File: src/rtl/ppu_attr_pkg.sv
// Shared constants and FSM state encoding for the nametable attribute writer.
// ST_VFY exists only when ATTR_WRITER_READBACK_EN is defined.
package ppu_attr_pkg;

   localparam logic [15:0] ATTR_TABLE_OFS = 16'h03C0;
   localparam logic [15:0] NT_BASE_MASK   = 16'hFC00;
   localparam logic [15:0] NT_OFS_MASK    = 16'h03FF;

   typedef enum logic [2:0] {
      ST_IDLE = 3'd0,
      ST_RD   = 3'd1,
      ST_WR   = 3'd2,
`ifdef ATTR_WRITER_READBACK_EN
      ST_VFY  = 3'd3,
`endif
      ST_FIN  = 3'd4
   } state_e;

endpackage

File: src/rtl/attr_writer_if.sv
// Request, status and VRAM access signals of attr_writer; slave = the writer, master = its environment.
interface attr_writer_if;

   logic        req_valid;
   logic        req_ready;
   logic [15:0] req_nt_addr;
   logic [1:0]  req_pal;
   logic        busy;
   logic        done;
   logic        err;
   logic        mem_req;
   logic        mem_we;
   logic [15:0] mem_addr;
   logic [7:0]  mem_wdata;
   logic [7:0]  mem_rdata;
   logic        mem_ack;

   modport master (
      output req_valid, req_nt_addr, req_pal, mem_rdata, mem_ack,
      input  req_ready, busy, done, err, mem_req, mem_we, mem_addr, mem_wdata
   );

   modport slave (
      input  req_valid, req_nt_addr, req_pal, mem_rdata, mem_ack,
      output req_ready, busy, done, err, mem_req, mem_we, mem_addr, mem_wdata
   );

endinterface

File: src/rtl/attr_addr_calc.sv
// Combinational map from a nametable tile address to its attribute byte address,
// 2-bit quadrant index and an "address already inside the attribute table" flag.
module attr_addr_calc
   import ppu_attr_pkg::*;
(
   input  logic [15:0] nt_addr_i,
   output logic [15:0] attr_addr_o,
   output logic [1:0]  quad_o,
   output logic        oob_o
);

   logic [15:0] base;
   logic [15:0] off;
   logic [4:0]  row;
   logic [4:0]  col;

   assign base = nt_addr_i & NT_BASE_MASK;
   assign off  = nt_addr_i & NT_OFS_MASK;
   assign row  = off[9:5];
   assign col  = off[4:0];

   // Max offset is 0x3C0 + 7*8 + 7 = 0x3FF, so the sum never carries into base.
   assign attr_addr_o = base + ATTR_TABLE_OFS + {10'd0, row[4:2], 3'd0} + {13'd0, col[4:2]};
   assign quad_o      = {row[1], col[1]};
   assign oob_o       = (off >= ATTR_TABLE_OFS);

endmodule

File: src/rtl/attr_writer.sv
// Read-modify-write of one 2-bit palette field in a VRAM attribute byte; done 3 cycles after transfer
// with zero-wait acks, one request at a time (req_ready only in IDLE). ATTR_WRITER_READBACK_EN adds a verify read.
module attr_writer
   import ppu_attr_pkg::*;
#(
   parameter int unsigned TIMEOUT_CYCLES = 255
) (
   input  logic         clk,
   input  logic         rst_n,
   attr_writer_if.slave bus
);

   localparam int unsigned    CW       = $clog2(TIMEOUT_CYCLES + 1);
   localparam logic [CW-1:0]  CNT_LAST = CW'(TIMEOUT_CYCLES - 1);

   state_e        state_q, state_d;
   logic [CW-1:0] cnt_q, cnt_d;
   logic [15:0]   addr_q, addr_d;
   logic [1:0]    quad_q, quad_d;
   logic [1:0]    pal_q, pal_d;
   logic [7:0]    wdata_q, wdata_d;
   logic          err_q, err_d;

   logic [15:0]   calc_addr;
   logic [1:0]    calc_quad;
   logic          calc_oob;
   logic [7:0]    pal_mask;
   logic [7:0]    merged;
   logic          timed_out;

   attr_addr_calc u_calc (
      .nt_addr_i   (bus.req_nt_addr),
      .attr_addr_o (calc_addr),
      .quad_o      (calc_quad),
      .oob_o       (calc_oob)
   );

   assign pal_mask  = 8'h03 << {quad_q, 1'b0};
   assign merged    = (bus.mem_rdata & ~pal_mask) | ({6'd0, pal_q} << {quad_q, 1'b0});
   assign timed_out = (cnt_q == CNT_LAST);

   // Counter defaults to zero so every state change restarts the wait count.
   always_comb begin
      state_d = state_q;
      cnt_d   = '0;
      addr_d  = addr_q;
      quad_d  = quad_q;
      pal_d   = pal_q;
      wdata_d = wdata_q;
      err_d   = err_q;
      case (state_q)
         ST_IDLE: begin
            if (bus.req_valid) begin
               addr_d  = calc_addr;
               quad_d  = calc_quad;
               pal_d   = bus.req_pal;
               err_d   = calc_oob;
               state_d = calc_oob ? ST_FIN : ST_RD;
            end
         end
         ST_RD: begin
            if (bus.mem_ack) begin
               wdata_d = merged;
               state_d = ST_WR;
            end else if (timed_out) begin
               err_d   = 1'b1;
               state_d = ST_FIN;
            end else begin
               cnt_d = cnt_q + CW'(1);
            end
         end
         ST_WR: begin
            if (bus.mem_ack) begin
`ifdef ATTR_WRITER_READBACK_EN
               state_d = ST_VFY;
`else
               state_d = ST_FIN;
`endif
            end else if (timed_out) begin
               err_d   = 1'b1;
               state_d = ST_FIN;
            end else begin
               cnt_d = cnt_q + CW'(1);
            end
         end
`ifdef ATTR_WRITER_READBACK_EN
         ST_VFY: begin
            if (bus.mem_ack) begin
               err_d   = (bus.mem_rdata != wdata_q);
               state_d = ST_FIN;
            end else if (timed_out) begin
               err_d   = 1'b1;
               state_d = ST_FIN;
            end else begin
               cnt_d = cnt_q + CW'(1);
            end
         end
`endif
         ST_FIN:  state_d = ST_IDLE;
         default: state_d = ST_IDLE;
      endcase
   end

   always_ff @(posedge clk) begin
      if (!rst_n) begin
         state_q <= ST_IDLE;
         cnt_q   <= '0;
         addr_q  <= '0;
         quad_q  <= '0;
         pal_q   <= '0;
         wdata_q <= '0;
         err_q   <= 1'b0;
      end else begin
         state_q <= state_d;
         cnt_q   <= cnt_d;
         addr_q  <= addr_d;
         quad_q  <= quad_d;
         pal_q   <= pal_d;
         wdata_q <= wdata_d;
         err_q   <= err_d;
      end
   end

   assign bus.req_ready = (state_q == ST_IDLE);
   assign bus.busy      = (state_q != ST_IDLE);
   assign bus.done      = (state_q == ST_FIN);
   assign bus.err       = (state_q == ST_FIN) && err_q;
`ifdef ATTR_WRITER_READBACK_EN
   assign bus.mem_req   = (state_q == ST_RD) || (state_q == ST_WR) || (state_q == ST_VFY);
`else
   assign bus.mem_req   = (state_q == ST_RD) || (state_q == ST_WR);
`endif
   assign bus.mem_we    = (state_q == ST_WR);
   assign bus.mem_addr  = addr_q;
   assign bus.mem_wdata = wdata_q;

endmodule

File: src/flat_wrapper.sv
// flat-port wrapper written by rule: the top's interface ports become plain ports
module attr_writer_flat import ppu_attr_pkg::*;
#(
   parameter int unsigned TIMEOUT_CYCLES = 255
)
  (clk, rst_n, bus_req_valid, bus_req_nt_addr, bus_req_pal, bus_mem_rdata, bus_mem_ack, bus_req_ready, bus_busy, bus_done, bus_err, bus_mem_req, bus_mem_we, bus_mem_addr, bus_mem_wdata);
  attr_writer_if bus_i ();
  input  logic clk;
  input  logic rst_n;
  input wire logic [$bits(bus_i.req_valid)-1:0] bus_req_valid;
  input wire logic [$bits(bus_i.req_nt_addr)-1:0] bus_req_nt_addr;
  input wire logic [$bits(bus_i.req_pal)-1:0] bus_req_pal;
  input wire logic [$bits(bus_i.mem_rdata)-1:0] bus_mem_rdata;
  input wire logic [$bits(bus_i.mem_ack)-1:0] bus_mem_ack;
  output wire logic [$bits(bus_i.req_ready)-1:0] bus_req_ready;
  output wire logic [$bits(bus_i.busy)-1:0] bus_busy;
  output wire logic [$bits(bus_i.done)-1:0] bus_done;
  output wire logic [$bits(bus_i.err)-1:0] bus_err;
  output wire logic [$bits(bus_i.mem_req)-1:0] bus_mem_req;
  output wire logic [$bits(bus_i.mem_we)-1:0] bus_mem_we;
  output wire logic [$bits(bus_i.mem_addr)-1:0] bus_mem_addr;
  output wire logic [$bits(bus_i.mem_wdata)-1:0] bus_mem_wdata;
  assign bus_i.req_valid = bus_req_valid;
  assign bus_i.req_nt_addr = bus_req_nt_addr;
  assign bus_i.req_pal = bus_req_pal;
  assign bus_i.mem_rdata = bus_mem_rdata;
  assign bus_i.mem_ack = bus_mem_ack;
  assign bus_req_ready = bus_i.req_ready;
  assign bus_busy = bus_i.busy;
  assign bus_done = bus_i.done;
  assign bus_err = bus_i.err;
  assign bus_mem_req = bus_i.mem_req;
  assign bus_mem_we = bus_i.mem_we;
  assign bus_mem_addr = bus_i.mem_addr;
  assign bus_mem_wdata = bus_i.mem_wdata;
  attr_writer #(.TIMEOUT_CYCLES(TIMEOUT_CYCLES)) u_core (.clk(clk), .rst_n(rst_n), .bus(bus_i));
endmodule
File: config.mk
export PLATFORM = sky130hd
export DESIGN_NAME = attr_writer_flat
export DESIGN_NICKNAME = d
export VERILOG_FILES = /design/src/rtl/ppu_attr_pkg.sv /design/src/rtl/attr_writer_if.sv /design/src/rtl/attr_addr_calc.sv /design/src/rtl/attr_writer.sv /design/src/flat_wrapper.sv
export SDC_FILE = /design/constraint.sdc
export NUM_CORES = 1
export LEC_CHECK = 0
export CORE_ASPECT_RATIO = 1.75
export CORE_MARGIN = 8
export CORE_UTILIZATION = 27
export DETAILED_ROUTE_END_ITERATION = 8
export SLEW_MARGIN = 20
export SYNTH_ARGS = -nofsm -noshare
export SYNTH_HDL_FRONTEND = slang
export SYNTH_HIERARCHICAL = 1
export SYNTH_SLANG_ARGS = --single-unit
export TNS_END_PERCENT = 5
File: constraint.sdc
create_clock -name clk -period 1.98 [get_ports clk]
set_clock_uncertainty 0.2 [all_clocks]
set_input_delay 0.396 -clock clk [delete_from_list [all_inputs] [get_ports clk]]
set_output_delay 0.396 -clock clk [all_outputs]
set_load 0.03 [all_outputs]
==> summary.txt <==
Clocking
  • TritonCTS Buffers: 5
  • Reg clk slew, reported paths: 50 ps
  • CTS tree: done
  • Hold-fix buffers, CTS: 0
  • Root Driver: clkbuf_16
  • Clock Tree Buf Depth: 2
  • Clock sink count: 40
  • Clock network latency to the later pin of the worst-skew pair: 280 ps
  • H-tree lvl count: 2

Setup path
  • Slowest CP cell: clkdlybuf4s50_1
  • Critical path cell sequence: clkdlybuf4s50_1
  • CP delay by family, top: buffers and inverters
  • R2R cell count: 3
  • Register-to-register setup slack: 160 ps
  • CP Launch Type: flop
  • CP required: 1380 ps
  • Worst Path Arrival: 1290 ps
  • Nature of the critical path endpoint: output pin
  • Critical path buffers and inverters: 1
  • R2r startpoint: u_core/cnt_q[2]$_SDFF_PP0_
  • Critical path class: flop to output pin
  • FF-to-FF End: u_core/cnt_q[2]$_SDFF_PP0_
  • CP max stage delay: 680 ps
  • Worst Path Max Fanout: 2

Global routing
  • M3 GR Usage: 0.02137
  • Vias in the first global route: 1676
  • Busiest grt layer: met2
  • Antenna violations before repair: 0
  • First-pass GRT wire length: 7790 um
  • GR Util All Layers: 0.09702
  • Met2 usage in global routing: 0.1814
  • Met1 usage: 0.09620
  • Grt total ovfl: 0
  • Largest net degree at the start of global routing: 29

Routing
  • Remaining DRCs: 0
  • Vias per inst: 4.608
  • Iter 0 DRT Violations: 53
  • Vias: 1682
  • Routed WL: 4796 um
  • 1st-pass router iterations: 5
  • Routed WL per cell: 13.14 um
  • Final ANT Viol Nets: 0

Synth
  • Synth unique cells: 35
  • FFs w/ async S/R, synth: 0
  • Syn Std Cell Area: 1862 um2
  • Post-synth top flop: dfxtp_1
  • YS warnings: 6
  • Ranking of synthesized cells by area: dfxtp_1, nand2_1, buf_4
  • Syn Inst Count: 230
  • Post-synthesis sequential area ratio: 0.4301
  • Post-synth top area cell: dfxtp_1
  • Number of synthesized flops with an enable pin: 0
  • Top cell type's share of synthesized area: 0.4301
  • Average size of a mapped cell: 8.095 um2
  • FF+latch count, synth: 40

Pwr
  • LEAKAGE: 0.9774 nW
  • VDD IR max: 0.4284 mV
  • Power per cell area: 851.3 nW/um2

Die
  • Std-Cell Rows: 40
  • Num ports: 60
  • Die width: 78.77 um
  • Die height: 125.9 um
  • Core area: 6756 um2
  • Starting density of the core: 0.2756
  • Die ar.: 9913 um2

Timing
  • Hold WS: 253.1 ps
  • Worst-Margin Slew: 727.5 ps
  • Post-route minimum period: 1888 ps
  • RSZ-0062 raised after global routing: false
  • Slew margin rel.: 0.5140
  • Final Setup Violations: 0
  • Pins Over Slew Limit: 0
  • Top achievable clock speed: 529.6 MHz
  • Final hold vios: 0
  • Period utilization: 0.9536

Hold path
  • Hold depth: 2
  • Hold Path Class: flop to flop
  • Endpoint, Worst Hold: u_core/bus.mem_addr[1]$_SDFFE_PN0P_
  • Hold Startpoint: u_core/bus.mem_addr[1]$_SDFFE_PN0P_

Placed design
  • I/O Buffers: 57
  • Detail Placement HPWL: 3631 um
  • Gpl congestion: 0.7799

Cells and area
  • Diodes inserted: 0
  • Final core area utilization: 0.3902
  • Syn-to-layout area delta: 41.60%
  • NumNets Final: 312
  • Layout cell share with drive strength beyond 1: 0.1281

Outcome
  • Outcome: complete, no violations

Job
  • Max-cap viol count: 0
[power by group]
| part | switching (mW) | leakage [nW] | internal, mW |
|---|---|---|---|
| combinational | 0.292 | 0.579 | 0.247 |
| clock | 0.295 | 0.0712 | 0.502 |
| sequential | 0.0431 | 0.328 | 0.865 |
[routing by layer]
metal  up-vias  routed length [um]  share of wire
li1        866                   -              -
met1       774                1896           0.40
met2        38                2576           0.54
met3         4                 245          0.051
met4         0                  77          0.016
met5         -                   0              0
[per-stage QoR]
| step | setup TNS, ps | total power, mW | cells | cell area [um2] | setup WS, ps |
|---|---|---|---|---|---|
| after global placement | -3018 | 1.467 | 357 | 2487 | -134.2 |
| after global routing | 0 | 2.358 | 365 | 2636 | 26.45 |
| after detailed placement | -3192 | 1.473 | 357 | 2487 | -138.4 |
| after floorplan | -128.6 | 1.247 | 233 | 1883 | -128.6 |
| final | 0 | 2.244 | 365 | 2636 | 91.95 |
| after CTS | 0 | 2.280 | 365 | 2635 | 59.74 |
[state kept, by name, indices dropped and copies added (netlist names)]
signal,flops
u_core/state_q,3
u_core/cnt_q,8
u_core/quad_q,2
u_core/err_q,1
u_core/bus.mem_wdata,8
u_core/pal_q,2
u_core/bus.mem_addr,16
[cell type report]
class / instances / area (um2)
clock buffers: 8 / 146.4
fillers: 714 / 4120
inverters: 5 / 18.77
multi-input cells: 155 / 874.6
flip-flops and latches: 40 / 803.3
well taps: 84 / 105.1
repair buffers: 73 / 688.2
[kinds of logic after synthesis]
family          after synthesis  synth area share
other cells                   1          0.002014
simple gates                 95            0.2440
fa+ha+maj                     2           0.01344
mux                           4           0.02151
xor+xnor                      4           0.01882
buf+inv                      38            0.1183
flops                        40            0.4301
compound gates               46            0.1519
[cell usage after synthesis (3+ instances only)]
library cell  count
buf_2             4
nor2_1           11
a311oi_1          4
inv_1             5
a21oi_1          22
clkbuf_1          9
or3_1             6
a211oi_1          8
nor3_1            7
dfxtp_1          40
nand4_1           4
mux2i_1           4
nand3_1           7
nor4b_1           3
o21ai_0           7
buf_4            19
nand2_1          46
[cell usage in the layout (no fill, tap or decap), drive strengths merged, types with 3 or more instances in the layout]
cell type      instances
nand3                  7
nand2                 46
o21ai                  7
inv                    5
nor2                  11
clkdlybuf4s50         51
dfxtp                 40
conb                   4
nand4                  4
or3                    6
nor3                   7
buf                   22
a311oi                 4
mux2i                  4
a21oi                 22
clkbuf                 8
nor4b                  3
a211oi                 8
[worst max-delay path by stage]
stage                                              from                                   to  slack, ps  cells after the start
CTS                      u_core/state_q[2]$_SDFFE_PN0P_                              bus_err         60                      3
global route             u_core/state_q[1]$_SDFFE_PN0P_                              bus_err         30                      4
floorplan                u_core/state_q[2]$_SDFFE_PN0P_                              bus_err       -130                      3
global placement                          bus_req_valid  u_core/bus.mem_addr[4]$_SDFFE_PN0P_       -130                      5
finish              u_core/bus.mem_addr[3]$_SDFFE_PN0P_                      bus_mem_addr[3]         90                      1
detailed placement                        bus_req_valid        u_core/quad_q[1]$_SDFFE_PN0P_       -140                      5
[what timing repair did]
action                                 CTS  global route
endpoints found under the hold margin    0             0
setup endpoints to repair                1             1
pin swaps                                0             0
resized for setup                        1             1
buffers inserted                         0             0
(Power assumes the default switching activity.)
